`src/rtl/cv32e40p_instr_encoder_if.sv`:
```
// Instruction stream from the encoder FIFO head to a decoder-side consumer.
interface cv32e40p_instr_encoder_if;
  logic        instr_valid;
  logic        instr_ready;
  logic [31:0] instr_rdata;
  logic [3:0]  instr_class;

  modport master (
    output instr_valid,
    output instr_rdata,
    output instr_class,
    input  instr_ready
  );

  modport slave (
    input  instr_valid,
    input  instr_rdata,
    input  instr_class,
    output instr_ready
  );
endinterface

```
`src/rtl/cv32e40p_instr_encoder.sv`:
```
// LFSR-driven RV32I instruction encoder with an output FIFO.
// Optional illegal-word injection: define CV32E40P_ENC_ILLEGAL_INJ_EN.
module cv32e40p_instr_encoder #(
  parameter int unsigned FIFO_DEPTH = 4,
  parameter logic [31:0] SEED       = 32'h0000_0001
) (
  input  logic                             clk_i,
  input  logic                             rst_i,
  input  logic                             start_i,
  input  logic [15:0]                      count_i,
  input  logic                             seed_load_i,
  input  logic [31:0]                      seed_i,
  output logic                             busy_o,
  output logic                             done_o,
  output logic [15:0]                      gen_cnt_o,
  cv32e40p_instr_encoder_if.master         instr
);

  localparam int unsigned AW = (FIFO_DEPTH > 1) ? $clog2(FIFO_DEPTH) : 1;
  localparam logic [AW:0] FullCnt = (AW + 1)'(FIFO_DEPTH);

  typedef enum logic [1:0] {StIdle, StGen, StDrain} state_e;

  state_e        state_q, state_d;
  logic [31:0]   lfsr_q, lfsr_d;
  logic [15:0]   gen_cnt_q, gen_cnt_d;
  logic [15:0]   count_q, count_d;
  logic          done_q, done_d;
  logic [AW-1:0] wptr_q, wptr_d, rptr_q, rptr_d;
  logic [AW:0]   occ_q, occ_d;

  logic [31:0]   mem_word [FIFO_DEPTH];
  logic [3:0]    mem_class [FIFO_DEPTH];

  logic          push, pop, full, empty;
  logic [31:0]   lfsr_step;
  logic [31:0]   enc_word;
  logic [3:0]    enc_class;
  logic [2:0]    f3;
  logic [6:0]    hi7, opc;

  assign empty = (occ_q == '0);
  assign full  = (occ_q == FullCnt);
  assign pop   = !empty && instr.instr_ready;
  assign push  = (state_q == StGen) && (!full || pop);

  assign lfsr_step = lfsr_q[0] ? ((lfsr_q >> 1) ^ 32'h8020_0003) : (lfsr_q >> 1);

  // Legalize the raw LFSR fields into a word of the selected class.
  always_comb begin
    f3        = lfsr_q[14:12];
    hi7       = lfsr_q[31:25];
    opc       = 7'b0000000;
    enc_class = {1'b0, lfsr_q[2:0]};
    unique case (lfsr_q[2:0])
      3'd0: begin
        opc = 7'b0110011;
        hi7 = {1'b0, lfsr_q[30] & ((f3 == 3'd0) | (f3 == 3'd5)), 5'b0};
      end
      3'd1: begin
        opc = 7'b0010011;
        if (f3 == 3'd1) hi7 = 7'b0;
        else if (f3 == 3'd5) hi7 = {1'b0, lfsr_q[30], 5'b0};
      end
      3'd2: begin
        opc = 7'b0000011;
        if (f3 == 3'd3 || f3 == 3'd6 || f3 == 3'd7) f3 = 3'd2;
      end
      3'd3: begin
        opc = 7'b0100011;
        f3  = (lfsr_q[13:12] == 2'd3) ? 3'd2 : {1'b0, lfsr_q[13:12]};
      end
      3'd4: begin
        opc = 7'b1100011;
        if (f3 == 3'd2 || f3 == 3'd3) f3 = 3'd0;
      end
      3'd5: opc = 7'b0110111;
      3'd6: opc = 7'b1101111;
      3'd7: begin
        // Nonzero funct3 keeps ECALL/EBREAK/MRET/WFI out of the stream.
        opc = 7'b1110011;
        if (f3 == 3'd0 || f3 == 3'd4) f3 = 3'd1;
      end
      default: opc = 7'b0000000;
    endcase
    enc_word = {hi7, lfsr_q[24:15], f3, lfsr_q[11:7], opc};
`ifdef CV32E40P_ENC_ILLEGAL_INJ_EN
    if (gen_cnt_q[3:0] == 4'hF) begin
      enc_word  = 32'h0000_0000;
      enc_class = 4'hF;
    end
`endif
  end

  always_comb begin
    state_d   = state_q;
    lfsr_d    = lfsr_q;
    gen_cnt_d = gen_cnt_q;
    count_d   = count_q;
    done_d    = 1'b0;
    wptr_d    = push ? wptr_q + 1'b1 : wptr_q;
    rptr_d    = pop  ? rptr_q + 1'b1 : rptr_q;
    occ_d     = occ_q;
    if (push && !pop) occ_d = occ_q + 1'b1;
    else if (pop && !push) occ_d = occ_q - 1'b1;

    case (state_q)
      StIdle: begin
        if (seed_load_i) lfsr_d = (seed_i == 32'h0) ? SEED : seed_i;
        if (start_i) begin
          count_d   = count_i;
          gen_cnt_d = 16'h0;
          state_d   = (count_i == 16'h0) ? StDrain : StGen;
        end
      end
      StGen: begin
        if (push) begin
          lfsr_d    = lfsr_step;
          gen_cnt_d = gen_cnt_q + 16'd1;
          if (gen_cnt_q + 16'd1 == count_q) state_d = StDrain;
        end
      end
      StDrain: begin
        // Leaving on the cycle the FIFO goes empty makes done_o land right after the last pop.
        if (occ_d == '0) begin
          state_d = StIdle;
          done_d  = 1'b1;
        end
      end
      default: state_d = StIdle;
    endcase
  end

  always_ff @(posedge clk_i or posedge rst_i) begin
    if (rst_i) begin
      state_q   <= StIdle;
      lfsr_q    <= SEED;
      gen_cnt_q <= 16'h0;
      count_q   <= 16'h0;
      done_q    <= 1'b0;
      wptr_q    <= '0;
      rptr_q    <= '0;
      occ_q     <= '0;
    end else begin
      state_q   <= state_d;
      lfsr_q    <= lfsr_d;
      gen_cnt_q <= gen_cnt_d;
      count_q   <= count_d;
      done_q    <= done_d;
      wptr_q    <= wptr_d;
      rptr_q    <= rptr_d;
      occ_q     <= occ_d;
    end
  end

  always_ff @(posedge clk_i) begin
    if (push) begin
      mem_word[wptr_q]  <= enc_word;
      mem_class[wptr_q] <= enc_class;
    end
  end

  assign instr.instr_valid = !empty;
  assign instr.instr_rdata = empty ? 32'h0 : mem_word[rptr_q];
  assign instr.instr_class = empty ? 4'h0 : mem_class[rptr_q];
  assign busy_o            = (state_q != StIdle);
  assign done_o            = done_q;
  assign gen_cnt_o         = gen_cnt_q;

endmodule
```
`src/flat_wrapper.sv`:
```
// flat-port wrapper written by rule: the top's interface ports become plain ports
module cv32e40p_instr_encoder_flat 
#(
  parameter int unsigned FIFO_DEPTH = 4,
  parameter logic [31:0] SEED       = 32'h0000_0001
)
  (clk_i, rst_i, start_i, count_i, seed_load_i, seed_i, busy_o, done_o, gen_cnt_o, instr_instr_valid, instr_instr_rdata, instr_instr_class, instr_instr_ready);
  cv32e40p_instr_encoder_if instr_i ();
  input  logic clk_i;
  input  logic rst_i;
  input  logic start_i;
  input  logic [15:0] count_i;
  input  logic seed_load_i;
  input  logic [31:0] seed_i;
  output logic busy_o;
  output logic done_o;
  output logic [15:0] gen_cnt_o;
  output wire logic [$bits(instr_i.instr_valid)-1:0] instr_instr_valid;
  output wire logic [$bits(instr_i.instr_rdata)-1:0] instr_instr_rdata;
  output wire logic [$bits(instr_i.instr_class)-1:0] instr_instr_class;
  input wire logic [$bits(instr_i.instr_ready)-1:0] instr_instr_ready;
  assign instr_instr_valid = instr_i.instr_valid;
  assign instr_instr_rdata = instr_i.instr_rdata;
  assign instr_instr_class = instr_i.instr_class;
  assign instr_i.instr_ready = instr_instr_ready;
  cv32e40p_instr_encoder #(.FIFO_DEPTH(FIFO_DEPTH), .SEED(SEED)) u_core (.clk_i(clk_i), .rst_i(rst_i), .start_i(start_i), .count_i(count_i), .seed_load_i(seed_load_i), .seed_i(seed_i), .busy_o(busy_o), .done_o(done_o), .gen_cnt_o(gen_cnt_o), .instr(instr_i));
endmodule
```
`config.mk`:
```
export PLATFORM = sky130hd
export DESIGN_NAME = cv32e40p_instr_encoder_flat
export DESIGN_NICKNAME = d
export VERILOG_FILES = /design/src/rtl/cv32e40p_instr_encoder_if.sv /design/src/rtl/cv32e40p_instr_encoder.sv /design/src/flat_wrapper.sv
export SDC_FILE = /design/constraint.sdc
export NUM_CORES = 1
export LEC_CHECK = 0
export CORE_MARGIN = 2
export CORE_UTILIZATION = 27
export DETAILED_ROUTE_END_ITERATION = 7
export MAX_ROUTING_LAYER = met4
export PLACE_DENSITY = 0.5
export SLEW_MARGIN = 20
export SYNTH_ARGS = -nofsm -noshare
export SYNTH_HDL_FRONTEND = slang
export SYNTH_SLANG_ARGS = --single-unit
```
`constraint.sdc`:
```
create_clock -name clk_i -period 3.66 [get_ports clk_i]
set_input_delay 0.366 -clock clk_i [delete_from_list [all_inputs] [get_ports clk_i]]
set_output_delay 0.366 -clock clk_i [all_outputs]
set_load 0.005 [all_outputs]
```
Word-level counts from Yosys, hierarchy flattened
Memory sizes are Yosys's and may differ from the RTL's.
Cells that the tools add are included.
{"block": "word_totals", "regBits": 74, "romBits": 0, "mem_count": 2, "latchBits": 0, "ramBits": 140, "in_bits": 53, "out_inout_bits": 55, "word_cells": 99}
{"name": "u_core.mem_word", "depth": 4, "width": 32, "read_ports": 1, "rd_ports_with_merged_regs": 0, "write_ports": 1, "line_no": "cv32e40p_instr_encoder.sv:32", "rtl": "logic [31:0] mem_word [FIFO_DEPTH];"}
{"name": "u_core.mem_class", "depth": 4, "width": 3, "read_ports": 1, "rd_ports_with_merged_regs": 0, "write_ports": 1, "line_no": "cv32e40p_instr_encoder.sv:33", "rtl": "logic [3:0] mem_class [FIFO_DEPTH];"}
{"block": "op_classes", "order_cmp": 0, "n_addsub": 5, "mul": 0, "div": 0, "n_reduce_logical": 26, "shifts": 0, "eq_ne": 24, "mux": 31, "bitwise": 3}
{"op": "$mux 32", "n": 5}
{"op": "$pmux 32 s2", "n": 1}
{"op": "$pmux 7 s8", "n": 1}
{"op": "$logic_not 32->1", "n": 1}
{"op": "$mux 16", "n": 2}
{"op": "$pmux 16 s2", "n": 1}
{"op": "$eq 3x3->1 const B", "n": 9}
{"op": "$add 16x1->16 const B", "n": 1}
{"op": "$eq 16x16->1", "n": 1}
{"op": "$logic_not 16->1", "n": 1}
{"op": "$mux 3", "n": 5}
{"op": "$mux 7", "n": 2}
{"op": "$pmux 7 s2", "n": 1}
{"op": "$eq 3x2->1 const B", "n": 4}
{"op": "$logic_not 3->1", "n": 4}
{"op": "$mux 2", "n": 6}
{"op": "$pmux 3 s4", "n": 1}
{"op": "$eq 3x1->1 const B", "n": 2}
{"op": "$ne 2x2->1 const B", "n": 3}
{"op": "$pmux 2 s3", "n": 1}
{"op": "$reduce_and 3->1", "n": 2}
{"op": "$logic_or 1x1->1", "n": 5}
{"op": "$add 2x1->2 const B", "n": 2}
{"op": "$eq 2x2->1 const B", "n": 2}
{"op": "15 further kinds", "n": 26}

Longest topological paths before layout
{"block": "depth", "depth_word": 12, "mapped_depth": 10, "mapped_depth_nobuf": 9}

Worst setup path after synthesis
Ideal clock, no wire load.
{"block": "synth_timing", "kind": "register -> register", "from": "reg u_core.occ_q[1]", "to": "mem u_core.mem_class[0][0] in the netlist's numbering, enable pin", "required_ps": 3267, "synth_period_minus_slack_ps": 2740, "setup_ps": 393, "arrival_time_ps": 2347, "path_buffers": 2, "setup_slack_ps": 920, "path_stages_with_launch": 9, "cell_sequence": "dfrtp_1 > inv_1 > ha_1 > nand2_1 > nor2_1 > nor2_1 > clkbuf_1 > clkbuf_1 > and2_1"}
{"block": "synth_via", "elab_chain_len": 7, "elab_cells_between_ends": 9, "classes_between": "1 x eq/ne; 2 x mux; 6 x reduce/logical"}
{"item": "start, declared", "line_no": "cv32e40p_instr_encoder.sv:30", "rtl": "logic [AW:0] occ_q, occ_d;"}
{"item": "start signal, assigned", "line_no": "cv32e40p_instr_encoder.sv:143", "rtl": "occ_q <= '0;"}
{"item": "start signal, assigned", "line_no": "cv32e40p_instr_encoder.sv:152", "rtl": "occ_q <= occ_d;"}
{"item": "$logic_not 3->1", "line_no": "cv32e40p_instr_encoder.sv:42", "rtl": "assign empty = (occ_q == '0);"}
{"item": "$logic_not 1->1", "line_no": "cv32e40p_instr_encoder.sv:44", "rtl": "assign pop = !empty && instr.instr_ready;"}
{"item": "$logic_and 1x1->1", "line_no": "cv32e40p_instr_encoder.sv:44"}
{"item": "$logic_or 1x1->1 *", "line_no": "cv32e40p_instr_encoder.sv:45", "rtl": "assign push = (state_q == StGen) && (!full || pop);"}
{"item": "$logic_and 1x1->1 *", "line_no": "cv32e40p_instr_encoder.sv:45"}
{"item": "$mux 1 *", "line_no": "cv32e40p_instr_encoder.sv:157", "rtl": "if (push) begin"}
{"item": "$mux 1 (implied by the code) *", "line_no": "cv32e40p_instr_encoder.sv:159", "rtl": "mem_class[wptr_q] <= enc_class;"}
{"item": "end, declared", "line_no": "cv32e40p_instr_encoder.sv:33"}
Every way passes the cells marked *; elsewhere a longest branch is shown, timed or not.

Worst setup path in the final report
{"block": "layout_timing", "from": "reg u_core.rptr_q[0]", "to": "out instr_instr_class[1]"}
{"block": "layout_via", "elab_chain_len": 2}
{"item": "start, declared", "line_no": "cv32e40p_instr_encoder.sv:29", "rtl": "logic [AW-1:0] wptr_q, wptr_d, rptr_q, rptr_d;"}
{"item": "start signal, assigned", "line_no": "cv32e40p_instr_encoder.sv:151", "rtl": "rptr_q <= rptr_d;"}
{"item": "$mem_v2 4x3"}
{"item": "$mux 4", "line_no": "cv32e40p_instr_encoder.sv:165", "rtl": "assign instr.instr_class = empty ? 4'h0 : mem_class[rptr_q];"}
{"item": "end, declared", "line_no": "flat_wrapper.sv:20", "rtl": "output wire logic [$bits(instr_i.instr_class)-1:0] instr_instr_class;"}
Every way passes these cells.

==> impl_metrics.toml <==
[run_status]
status = "complete, no violations"

[routing]
routed-wl-met3_um = 1330
dr.max_layer_used = "met4"
firstDrtPassIters = 5
ant_nets = 0
post_drt_wl_per_cell_um = 17.5
vias = 6015
finalWirelength_um = 22700
dr_wl_met2_um = 10700
drtIter0Drc = 359
via_per_inst = 4.65
drcViolationCount = 0
wirelength_met1_um = 10100

[die]
core-area_um2 = 33700
dieArea_um2 = 36000
start_util = 0.276
io_pins = 108
fp.dieH_um = 190
rows = 67
die_w_um = 190

[clock_tree]
cts_tree = "built"
postCtsSetupRepairBufs = 0
cts_root_buffer = "clkbuf_16"
ctsResizeCount = 0
clk_latency_ps = 530
hold_buffers = 0
htree_levels = 1
numCtsBuffers = 24
clk_path_buf_depth = 3
cts_sinks = 206
cts.clk_slew.worst_paths_ps = 60

[critical_path]
critPathTopFamily = "buffers and inverters"
reg2reg_depth = 7
cp-end-kind = "output port"
r2r_slack_ps = 1120
r2r_end = "u_core.state_q[0]$_DFFE_PP0P_"
timing.rr.start = "u_core.gen_cnt_o[0]$_DFFE_PP0P_"
cp_max_fo = 16
critical_path_buf_inv_count = 2
crit_slowest_cell = "dfrtp_2"
path_cells = "buf_4 -> mux4_2 -> and2_1 -> clkdlybuf4s50_1"
arrival_ps = 2660
startpoint_type = "register"
crit_type = "reg2out"
required_ps = 3290
slowest_delay_ps = 730

[sta]
max_clock_freq_mhz = 330
finalSetupTns_ps = 0
finalHoldViolCount = 0
fin_crit_sh = 0.827
worst_slew_pin_slew_ps = 868
fin_hold_ws_ps = 278
slew_violations = 0
worst_clock_skew_ps = 26.4
min_period_ps = 3030
fin_ws_ps = 632
relSlewSlack = 0.419
rsz0062_at_grt = "false"
setup_viol = 0

[power_and_ir_drop]
power.switching_mw = 3.74
comb_power_share = 0.401
finalPower_mw = 11.2
switching_share = 0.333
leakage_nw = 4.24
peakVddDrop_mv = 0.409
seqPwrFrac = 0.404
p_int_mw = 7.47
p_per_area_nw_per_um2 = 960
clock_power_share = 0.195

[global_route]
grt_pass1_wl_um = 35200
grt_usage = 0.130
grt_antenna_before_repair = 1
grt_pass1_vias = 5950
grt_overflow = 0
grt_start_max_net_pins = 40

[synth]
synth.most_common_cell = "edfxtp_1"
synth_top_cell_area_share = 0.426
synthFlopType = "edfxtp_1"
syn-cell-area_um2 = 9300
synth_seq_cells = 206
ys_warn_count = 0
ys_seq_area_frac = 0.625
avgSynthCellArea_um2 = 12.9
ys_top_cells_by_count = "edfxtp_1 (132), nand2_1 (106), dfrtp_1 (73)"
syn_nets = 784
synth_largest_area_cell = "edfxtp_1"
ys_types = 57
async_flop_share = 0.359
synth-edff-count = 132
synthCells = 719
synth.area.top_cells = "edfxtp_1 (43%), dfrtp_1 (20%), mux4_2 (8.0%)"

[cells_and_area]
stdcell_count = 1293
area_growth_syn_to_layout_pct = 25.5
drive_gt1_frac = 0.116
layout.nets = 891
final_util = 0.347
final_area_um2 = 11700

[job]
drv_cap = 0

[placement]
hpwlAfterDp_um = 15300
place_inst = 1248
port_buffers = 106
pre_cts_ws_ps = 1060
place_area_um2 = 11000
gp_congestion = 0.760

[worst_hold_path]
hold_class = "in2async"
## area by class of cell
cell class                 count  area, um2
inverter                      18       68.8
clock buffer                  39        677
antenna                        1       2.50
clock inverter                 5       40.0
timing repair buffer         125       1270
fill                        3342      22000
tap                          448        561
multi-input combinational    451       3240
sequential                   206       5820
## flip-flops by register name, summed over array words and instances, names as in the netlist
name	cells
u_core.rptr_q	2
u_core.lfsr_q	32
u_core.done_o	1
u_core.gen_cnt_o	16
u_core.count_q	16
u_core.mem_class	12
u_core.mem_word	120
u_core.occ_q	3
u_core.state_q	2
u_core.wptr_q	2
## power by group through the flow
stage | logic [mW] | registers (mW) | clock network (mW)
2_1_floorplan | 2.91 | 4.28 | 0
3_3_place_gp | 4.58 | 4.56 | 0
3_5_place_dp | 4.63 | 4.59 | 0
4_1_cts | 4.64 | 4.54 | 2.25
5_1_grt | 4.98 | 4.66 | 2.34
6_report | 4.50 | 4.53 | 2.18
## kinds of logic (layout without fill, tap and decap cells)
kind of cell,count (synthesis),after routing,synth area share
adder cells (fa/ha/maj),12,12,0.0161
multiplexers,46,46,0.0940
AND/OR/NAND/NOR,242,242,0.127
other,1,2,0.000403
XOR/XNOR,28,28,0.0293
buffers and inverters,62,187,0.0278
flip-flops,206,206,0.625
AO/OA/AOI/OAI,122,122,0.0798
## layout by cell type (no fill, tap or decap), types with 3 or more instances in the layout
| cell type | n |
|---|---|
| a21oi_1 | 16 |
| a221oi_1 | 3 |
| a22oi_1 | 17 |
| a31oi_1 | 4 |
| and2_1 | 35 |
| and2_2 | 4 |
| buf_12 | 5 |
| buf_4 | 14 |
| clkbuf_1 | 13 |
| clkbuf_16 | 24 |
| clkdlybuf4s50_1 | 106 |
| dfrtp_1 | 72 |
| edfxtp_1 | 132 |
| ha_1 | 12 |
| inv_1 | 16 |
| mux2i_1 | 12 |
| mux4_2 | 33 |
| nand2_1 | 106 |
| nand3_1 | 10 |
| nand4_1 | 5 |
| nor2_1 | 30 |
| nor2b_1 | 12 |
| nor3_1 | 5 |
| nor4_1 | 15 |
| o21ai_0 | 56 |
| o22ai_1 | 4 |
| o31a_1 | 4 |
| o31ai_1 | 3 |
| or3_1 | 5 |
| xnor2_1 | 19 |
| xor2_1 | 7 |
## worst max path at each step
| stage | startpoint | cells past startpoint | end |
|---|---|---|---|
| floorplan | u_core.occ_q[1]$_DFF_PP0_ | 8 | u_core.mem_class[0][0]$_DFFE_PP_ |
| global placement | u_core.rptr_q[0]$_DFFE_PP0P_ | 4 | instr_instr_class[2] |
| detailed placement | instr_instr_ready | 8 | u_core.gen_cnt_o[13]$_DFFE_PP0P_ |
| CTS | u_core.rptr_q[0]$_DFFE_PP0P_ | 4 | instr_instr_class[2] |
| global route | u_core.rptr_q[0]$_DFFE_PP0P_ | 4 | instr_instr_rdata[3] |
| finish | u_core.rptr_q[0]$_DFFE_PP0P_ | 4 | instr_instr_class[1] |
## routing by layer
metal,vias to the layer above,global-route usage
li1,2856,-
met1,2957,0.173
met2,172,0.208
met3,30,0.0220
met4,0,0.0283
met5,-,-
## worst reg2reg max path, cell delays in order, from the launching register on
cell and delay [ps]:
dfrtp_1 510, ha_1 300, nand3_1 210, nor2_1 400
nand3_1 120, o221a_2 280, nor4_1 450, o21ai_0 130
Power figures use the tool's default switching activity.
